<file path="src/rtl/pokey_bus_master.sv">
`timescale 1ns/1ps
// pokey_bus_master: replays queued host register commands as POKEY bus
// cycles paced by the phi2 enable, with an IDLE -> ACCESS -> RECOVER sequence.
// Optional read-back path (read cycles, response capture) is built only when
// POKEY_BUS_READBACK_EN is defined; otherwise reads are dropped without a cycle.
module pokey_bus_master #(
  parameter int unsigned FIFO_DEPTH = 8,
  parameter logic [15:0] BZ_BASE    = 16'h1820,
  parameter logic [15:0] RB_BASE    = 16'h1810
) (
  input  logic        clk,
  input  logic        rst,
  input  logic        clk_3MHz_en,
  input  logic        mod_redbaron,
  input  logic        cmd_valid,
  output logic        cmd_ready,
  input  logic        cmd_write,
  input  logic [3:0]  cmd_reg,
  input  logic [7:0]  cmd_data,
  output logic [15:0] bus_addr,
  output logic [7:0]  bus_data,
  output logic        bus_should_read,
  output logic        bus_active,
  input  logic [7:0]  bus_din,
  output logic        rsp_valid,
  output logic [7:0]  rsp_data,
  output logic        busy
);

  localparam int unsigned PW = $clog2(FIFO_DEPTH);
  localparam int unsigned CW = PW + 1;

  typedef struct packed {
    logic       write;
    logic [3:0] reg_idx;
    logic [7:0] data;
  } cmd_t;

  typedef enum logic [1:0] {
    IDLE    = 2'd0,
    ACCESS  = 2'd1,
    RECOVER = 2'd2
  } state_t;

  cmd_t          fifo_mem [FIFO_DEPTH];
  logic [PW-1:0] wr_ptr_q, wr_ptr_d;
  logic [PW-1:0] rd_ptr_q, rd_ptr_d;
  logic [CW-1:0] count_q, count_d;
  state_t        state_q, state_d;
  logic [15:0]   addr_q, addr_d;
  logic [7:0]    data_q, data_d;
  logic          active_q, active_d;
  logic          push, pop, empty, full, start;
  cmd_t          head;

`ifdef POKEY_BUS_READBACK_EN
  logic          rd_q, rd_d;
  logic          rsp_valid_q, rsp_valid_d;
  logic [7:0]    rsp_data_q, rsp_data_d;
`else
  logic          unused_din;
  assign unused_din = ^bus_din;
`endif

  // FIFO bookkeeping plus bus-sequencing FSM next state; base address is
  // latched at the IDLE strobe so mod_redbaron cannot disturb a cycle in flight.
  always_comb begin
    empty    = (count_q == '0);
    full     = (count_q == CW'(FIFO_DEPTH));
    push     = cmd_valid && !full;
    head     = fifo_mem[rd_ptr_q];
    pop      = 1'b0;
    start    = 1'b0;
    state_d  = state_q;
    addr_d   = addr_q;
    data_d   = data_q;
    active_d = active_q;
`ifdef POKEY_BUS_READBACK_EN
    rd_d        = rd_q;
    rsp_valid_d = 1'b0;
    rsp_data_d  = rsp_data_q;
`endif
    case (state_q)
      IDLE: begin
        if (clk_3MHz_en && !empty) begin
          pop = 1'b1;
`ifdef POKEY_BUS_READBACK_EN
          start = 1'b1;
`else
          start = head.write;
`endif
          if (start) begin
            state_d  = ACCESS;
            addr_d   = (mod_redbaron ? RB_BASE : BZ_BASE) + {12'h0, head.reg_idx};
            data_d   = head.write ? head.data : '0;
            active_d = 1'b1;
`ifdef POKEY_BUS_READBACK_EN
            rd_d     = !head.write;
`endif
          end
        end
      end
      ACCESS: begin
        if (clk_3MHz_en) begin
`ifdef POKEY_BUS_READBACK_EN
          if (rd_q) begin
            rsp_valid_d = 1'b1;
            rsp_data_d  = bus_din;
          end
          rd_d = 1'b0;
`endif
          addr_d   = '0;
          data_d   = '0;
          active_d = 1'b0;
          state_d  = RECOVER;
        end
      end
      RECOVER: begin
        if (clk_3MHz_en) state_d = IDLE;
      end
      default: state_d = IDLE;
    endcase
    wr_ptr_d = push ? wr_ptr_q + PW'(1) : wr_ptr_q;
    rd_ptr_d = pop ? rd_ptr_q + PW'(1) : rd_ptr_q;
    count_d  = count_q + CW'(push) - CW'(pop);
  end

  // State, pointer and bus-output registers; reset idles the bus at once.
  always_ff @(posedge clk or posedge rst) begin
    if (rst) begin
      wr_ptr_q    <= '0;
      rd_ptr_q    <= '0;
      count_q     <= '0;
      state_q     <= IDLE;
      addr_q      <= '0;
      data_q      <= '0;
      active_q    <= 1'b0;
`ifdef POKEY_BUS_READBACK_EN
      rd_q        <= 1'b0;
      rsp_valid_q <= 1'b0;
      rsp_data_q  <= '0;
`endif
    end else begin
      wr_ptr_q    <= wr_ptr_d;
      rd_ptr_q    <= rd_ptr_d;
      count_q     <= count_d;
      state_q     <= state_d;
      addr_q      <= addr_d;
      data_q      <= data_d;
      active_q    <= active_d;
`ifdef POKEY_BUS_READBACK_EN
      rd_q        <= rd_d;
      rsp_valid_q <= rsp_valid_d;
      rsp_data_q  <= rsp_data_d;
`endif
    end
  end

  // Command storage; contents need no reset since count gates every read.
  always_ff @(posedge clk) begin
    if (push) fifo_mem[wr_ptr_q] <= {cmd_write, cmd_reg, cmd_data};
  end

  assign cmd_ready  = !full;
  assign busy       = !empty || (state_q != IDLE);
  assign bus_addr   = addr_q;
  assign bus_data   = data_q;
  assign bus_active = active_q;
`ifdef POKEY_BUS_READBACK_EN
  assign bus_should_read = rd_q;
  assign rsp_valid       = rsp_valid_q;
  assign rsp_data        = rsp_data_q;
`else
  assign bus_should_read = 1'b0;
  assign rsp_valid       = 1'b0;
  assign rsp_data        = '0;
`endif

endmodule

</file>
<file path="config.mk">
export PLATFORM = sky130hd
export DESIGN_NAME = pokey_bus_master
export DESIGN_NICKNAME = d
export VERILOG_FILES = /design/src/rtl/pokey_bus_master.sv
export SDC_FILE = /design/constraint.sdc
export NUM_CORES = 1
export LEC_CHECK = 0
export BUFFER_PORTS_ARGS = -buffer_cell sky130_fd_sc_hd__buf_2
export CAP_MARGIN = 40
export CORE_ASPECT_RATIO = 0.6
export CORE_MARGIN = 3
export CORE_UTILIZATION = 57
export CTS_BUF_LIST = sky130_fd_sc_hd__clkbuf_16
export CTS_CLUSTER_DIAMETER = 30
export DETAILED_ROUTE_END_ITERATION = 12
export PLACE_DENSITY = 0.87
export SYNTH_ARGS = -nofsm -noshare
export SYNTH_HDL_FRONTEND = slang
export SYNTH_SLANG_ARGS = --single-unit
</file>
<file path="constraint.sdc">
create_clock -name clk -period 3.3 [get_ports clk]
set_input_delay 0.66 -clock clk [delete_from_list [all_inputs] [get_ports clk]]
set_output_delay 0.66 -clock clk [all_outputs]
set_load 0.01 [all_outputs]
</file>
# Yosys cells after proc, flatten, opt, wreduce, memory -nomap -nowiden

Memory sizes are Yosys's and may differ from the RTL's.
Index checks and enable logic that the tools add are counted.

Equality and inequality tests: 7
Mux-type cells: 22
Reductions and logical operators: 11
Add/subtract/negate cells: 5

Operator list:

| cell                | number |
|---|---|
| $mux 16             | 3 |
| $pmux 16 s2         | 1 |
| $mux 8              | 3 |
| $pmux 8 s2          | 1 |
| $add 13x4->14       | 1 |
| $mux 2              | 4 |
| $ne 2x2->1 const B  | 4 |
| $reduce_and 4->1    | 2 |
| $mux 1              | 7 |
| $add 3x1->3 const B | 2 |
| $mux 6              | 1 |
| $pmux 2 s3          | 1 |
| $add 4x1->4         | 1 |
| $eq 4x4->1 const B  | 1 |
| $logic_not 4->1     | 1 |
| $reduce_bool 2->1   | 2 |
| $sub 4x1->4         | 1 |
| $eq 2x1->1 const B  | 1 |
| $eq 2x2->1 const B  | 1 |
| $logic_and 1x1->1   | 2 |
| $logic_not 1->1     | 2 |
| $logic_not 2->1     | 1 |
| $pmux 1 s2          | 1 |
| $logic_or 1x1->1    | 1 |

Memories kept: 1
Flip-flop bits (word level): 37
Bits of input ports: 26
Memory bits (writable): 104

Memory list:

| name     | words | bits a word | rd ports | clocked after memory_dff | wr ports | RTL line | RTL |
|---|---|---|---|---|---|---|---|
| fifo_mem | 8     | 13          | 1        | 0                        | 1        | 45       | `cmd_t fifo_mem [FIFO_DEPTH];` |

# Longest topological paths before layout

Depth in word-level cells: 6
Gate-level depth with buffers: 10
Mapped depth without buffers: 10

# Least setup slack after synthesis

Ideal clock, no wire load.

Path kind: reg2reg
Start: register count_q[2]
End: memory fifo_mem[0][0] in the netlist's numbering, enable pin
Period minus slack after synthesis: 2.544 ns
Path buffers: 0
Library setup time: 0.400 ns
Arrival time: 2.144 ns
Path slack: 0.756 ns
Cell stages (with the launch flop): 7
Path through: dfrtp_1 > inv_1 > ha_1 > or3b_2 > nand2_1 > or2_2 > nor3_1

Longest elaborated chain between the ends: 5

RTL lines:

| what                         | RTL line | RTL |
|---|---|---|
| start: declaration           | 48       | `logic [CW-1:0] count_q, count_d;` |
| start signal: assignment     | 146      | `count_q <= count_d;` |
| $eq 4x4->1                   | 69       | `full = (count_q == CW'(FIFO_DEPTH));` |
| $logic_not 1->1              | --       |  |
| named net cmd_ready          | 16       | `output logic cmd_ready,` |
| $logic_and 1x1->1            | 70       | `push = cmd_valid && !full;` |
| $mux 1                       | 161      | `if (push) fifo_mem[wr_ptr_q] <= {cmd_write, cmd_reg, cmd_data};` |
| $mux 1 (implied by the code) | 161      |  |
| end: declaration             | 45       |  |

The timed path passes the listed nets, and every way through them passes these cells.

# Worst setup path after layout

Start: register count_q[2]
End: memory fifo_mem[2][10] in the netlist's numbering, enable pin

Longest elaborated chain between the ends: 5

RTL lines:

| what                         | RTL line |
|---|---|
| $eq 4x4->1                   | 69 |
| $logic_not 1->1              | 70 |
| $logic_and 1x1->1            | 70 |
| $mux 1                       | 161 |
| $mux 1 (implied by the code) | 161 |

No other way between the ends.

==> metrics <==
summed instance area of the synthesized netlist about 5300 µm²; number of gates resized after CTS 0; detailed-router iteration count before antenna repair 4; fraction of final layout cells sized beyond drive strength 1 between 30 and 40%; TritonCTS Buffers 17; number of standard cells after synthesis about 280; first-pass GRT wire length roughly 16 mm; minimum setup slack among reg-to-reg paths between 0.7 and 0.8 ns; synth top area cells sky130_fd_sc_hd__edfxtp_1, sky130_fd_sc_hd__dfrtp_1, sky130_fd_sc_hd__mux4_2; CTS tree built; number of DRC violations after detailed routing 0; count of endpoints failing hold in the final timing report 0; H-tree depth 4; remaining antenna violation count 0; Max Cap Violations 0; net total in the final layout between 300 and 400; unrepaired setup endpoints after global routing no; post-synthesis sequential area ratio between 70% and 80%; Final Total Pwr 0.006033 W; pin count of the biggest net entering global routing 28; Unique masters post-synth 31; library cell with the largest summed area after synthesis sky130_fd_sc_hd__edfxtp_1; routed len/inst about 22 µm; post-CTS setup repair buffer count 0; reported leakage power about 2.4 nW; clock network latency to the later pin of the worst-skew pair around 0.42 ns; count of final max-slew check failures 0; termination of the worst setup path fifo_mem[2][10]$_DFFE_PP_; worst slew slack as a fraction of its limit around 51%; Mean Syn Cell Area ~19 µm²; Achievable Freq a little under 400 MHz; slew at the pin with the worst max-slew slack 0.7379 ns; clk buf depth 2; start point of the critical path count_q[2]$_DFF_PP0_; weighted congestion at the end of routability-driven global placement between 0.7 and 0.8; overall die area between 10000 and 15000 µm²; WP data arrival 2.68 ns; count of boundary I/O pins 63; RR Startpoint count_q[2]$_DFF_PP0_; Syn-to-layout area delta 17.89%; Buffers on Ports 36; endpoint of the worst-slack reg-to-reg timing path fifo_mem[2][10]$_DFFE_PP_; Yosys Warn Count 0; area of the multi-input gates between 1000 and 1500 µm²; most common library cell in the layout ignoring fill and taps sky130_fd_sc_hd__edfxtp_1; overall track demand over capacity in global routing between 20% and 30%; via count of the routed design ~2600; category of the worst setup path capture point flop; category of the critical setup timing path reg2reg; maximum resistive drop on vdd 0.5256 mV; Antenna Cells 0; DR iter-0 viols 213; antenna violations before repair 0; setup TNS 0 ns; Period minus WS final ~2.6 ns; global route overflow 0; Critical Path Source Type flop; Min-Delay Path Class in2async; flop and latch count out of synthesis 131; sequential cell area 3799 µm²; Via-to-Cell Ratio 5.803; crit share post-route 77.80%; clock tree root buffer cell sky130_fd_sc_hd__clkbuf_16; Die X-Extent ~130 µm; crit path max fanout 8; final HPWL from detailed placement 6.042 mm; outcome complete, no violations; number of standard-cell rows in the floorplan 26; total number of clock tree sinks roughly 130; most frequent cells in the layout sky130_fd_sc_hd__edfxtp_1, sky130_fd_sc_hd__buf_2, sky130_fd_sc_hd__dfrtp_1; layout filler cell count ~520; pwr/cell area 970.5 nW/µm²; CTS clk-pin slew, worst paths around 0.060 ns; Initial Util about three fifths; Synth top area share 59.23%; number of buffers added to fix hold violations after cts 0; DRT Wirelength between 10 and 15 mm; final setup violation count 0; area inside the core boundary slightly below 9000 µm²; via count of the first global-routing pass about 2800; required arrival time at the worst endpoint about 3.4 ns; vertical die dimension between 80 and 90 µm; reg2reg path depth 7; clock skew 0.01020 ns
where the power goes:
part | switching, W | internal [W]
clock network | 0.000710 | 0.00135
registers | 0.000172 | 0.00214
logic | 0.000906 | 0.000758
registers in the layout, indices dropped and copies added, names as in the netlist:
register / count
bus_addr: 7
state_q: 2
wr_ptr_q: 3
bus_data: 8
rd_ptr_q: 3
fifo_mem: 104
count_q: 4
worst min-delay path by stage:
| stage | start | to | slack (ns) | cells past startpoint |
|---|---|---|---|---|
| floorplan | state_q[1]$_DFFE_PP0P_ | state_q[0]$_DFFE_PP0P_ | 0.47 | 1 |
| global placement | bus_data[5]$_DFFE_PP0P_ | bus_data[5]$_DFFE_PP0P_ | 0.47 | 1 |
| detailed placement | bus_data[1]$_DFFE_PP0P_ | bus_data[1]$_DFFE_PP0P_ | 0.47 | 1 |
| CTS | rst | bus_data[7]$_DFFE_PP0P_ | 0.31 | 3 |
| global route | rst | bus_addr[3]$_DFFE_PP0P_ | 0.33 | 3 |
| finish | rst | bus_addr[3]$_DFFE_PP0P_ | 0.31 | 3 |
kinds of logic (layout without fill, tap and decap cells):
group / after synthesis / in the layout / synth area share, %
flip-flops: 131 / 131 / 72.05
multiplexers: 43 / 43 / 14.38
buffers and inverters: 37 / 89 / 4.461
AND/OR/NAND/NOR: 27 / 27 / 2.326
AO/OA/AOI/OAI: 22 / 22 / 3.607
adder cells (fa/ha/maj): 9 / 9 / 2.278
XOR/XNOR: 5 / 5 / 0.8307
other: 1 / 18 / 0.07112
cell usage after synthesis (all sizes together):
library cell	n
inv	7
nand3	3
mux2	6
conb	1
nand2	6
or3b	1
buf	27
a32o	1
mux2i	12
a211oi	1
o31ai	1
a21oi	4
nor2	11
clkbuf	3
edfxtp	104
mux4	25
or2	1
ha	8
o2bb2ai	13
fa	1
xor2	3
nor3	2
xnor2	2
dfrtp	27
nand2b	3
a21o	2
stage by stage:
stage / cells / cell area, µm² / hold slack, ns / setup WS [ns] / utilization [%]
finish: 456 / 6216 / 0.3095 / 0.7327 / 71.03
global route: 456 / 6216 / 0.3260 / 0.6937 / 71.03
global placement: 424 / 5563 / 0.4660 / 0.9403 / 63.57
floorplan: 292 / 5336 / 0.4655 / 0.7560 / -
CTS: 456 / 6216 / 0.3109 / 0.7856 / 71.03
detailed placement: 424 / 5563 / 0.4681 / 0.8085 / 63.57
critical path: stages (launching register included):
cell,delay [ns]
sky130_fd_sc_hd__dfrtp_1,0.32
sky130_fd_sc_hd__inv_1,0.08
sky130_fd_sc_hd__ha_1,0.22
sky130_fd_sc_hd__or3b_2,0.23
sky130_fd_sc_hd__nand2_1,0.14
sky130_fd_sc_hd__or2_2,0.36
sky130_fd_sc_hd__nor2_1,0.59
sky130_fd_sc_hd__buf_4,0.33
per-layer routing:
layer	wire (µm)	vias up	global-route usage, %
met2	5021	112	33.64
li1	-	1159	-
met3	601	15	5.316
met1	4361	1360	28.53
met4	213	0	11.72
met5	0	-	0
area by class of cell:
class                   instances  share of cell area (%)
inverters                       7                  0.4227
multi-input cells             124                   21.12
clock inverters                15                   3.663
flip-flops and latches        131                   61.11
repair buffers                 50                   4.589
well taps                     112                   2.254
clock buffers                  17                   6.844
Note: power is estimated with default switching activity, not from simulation.
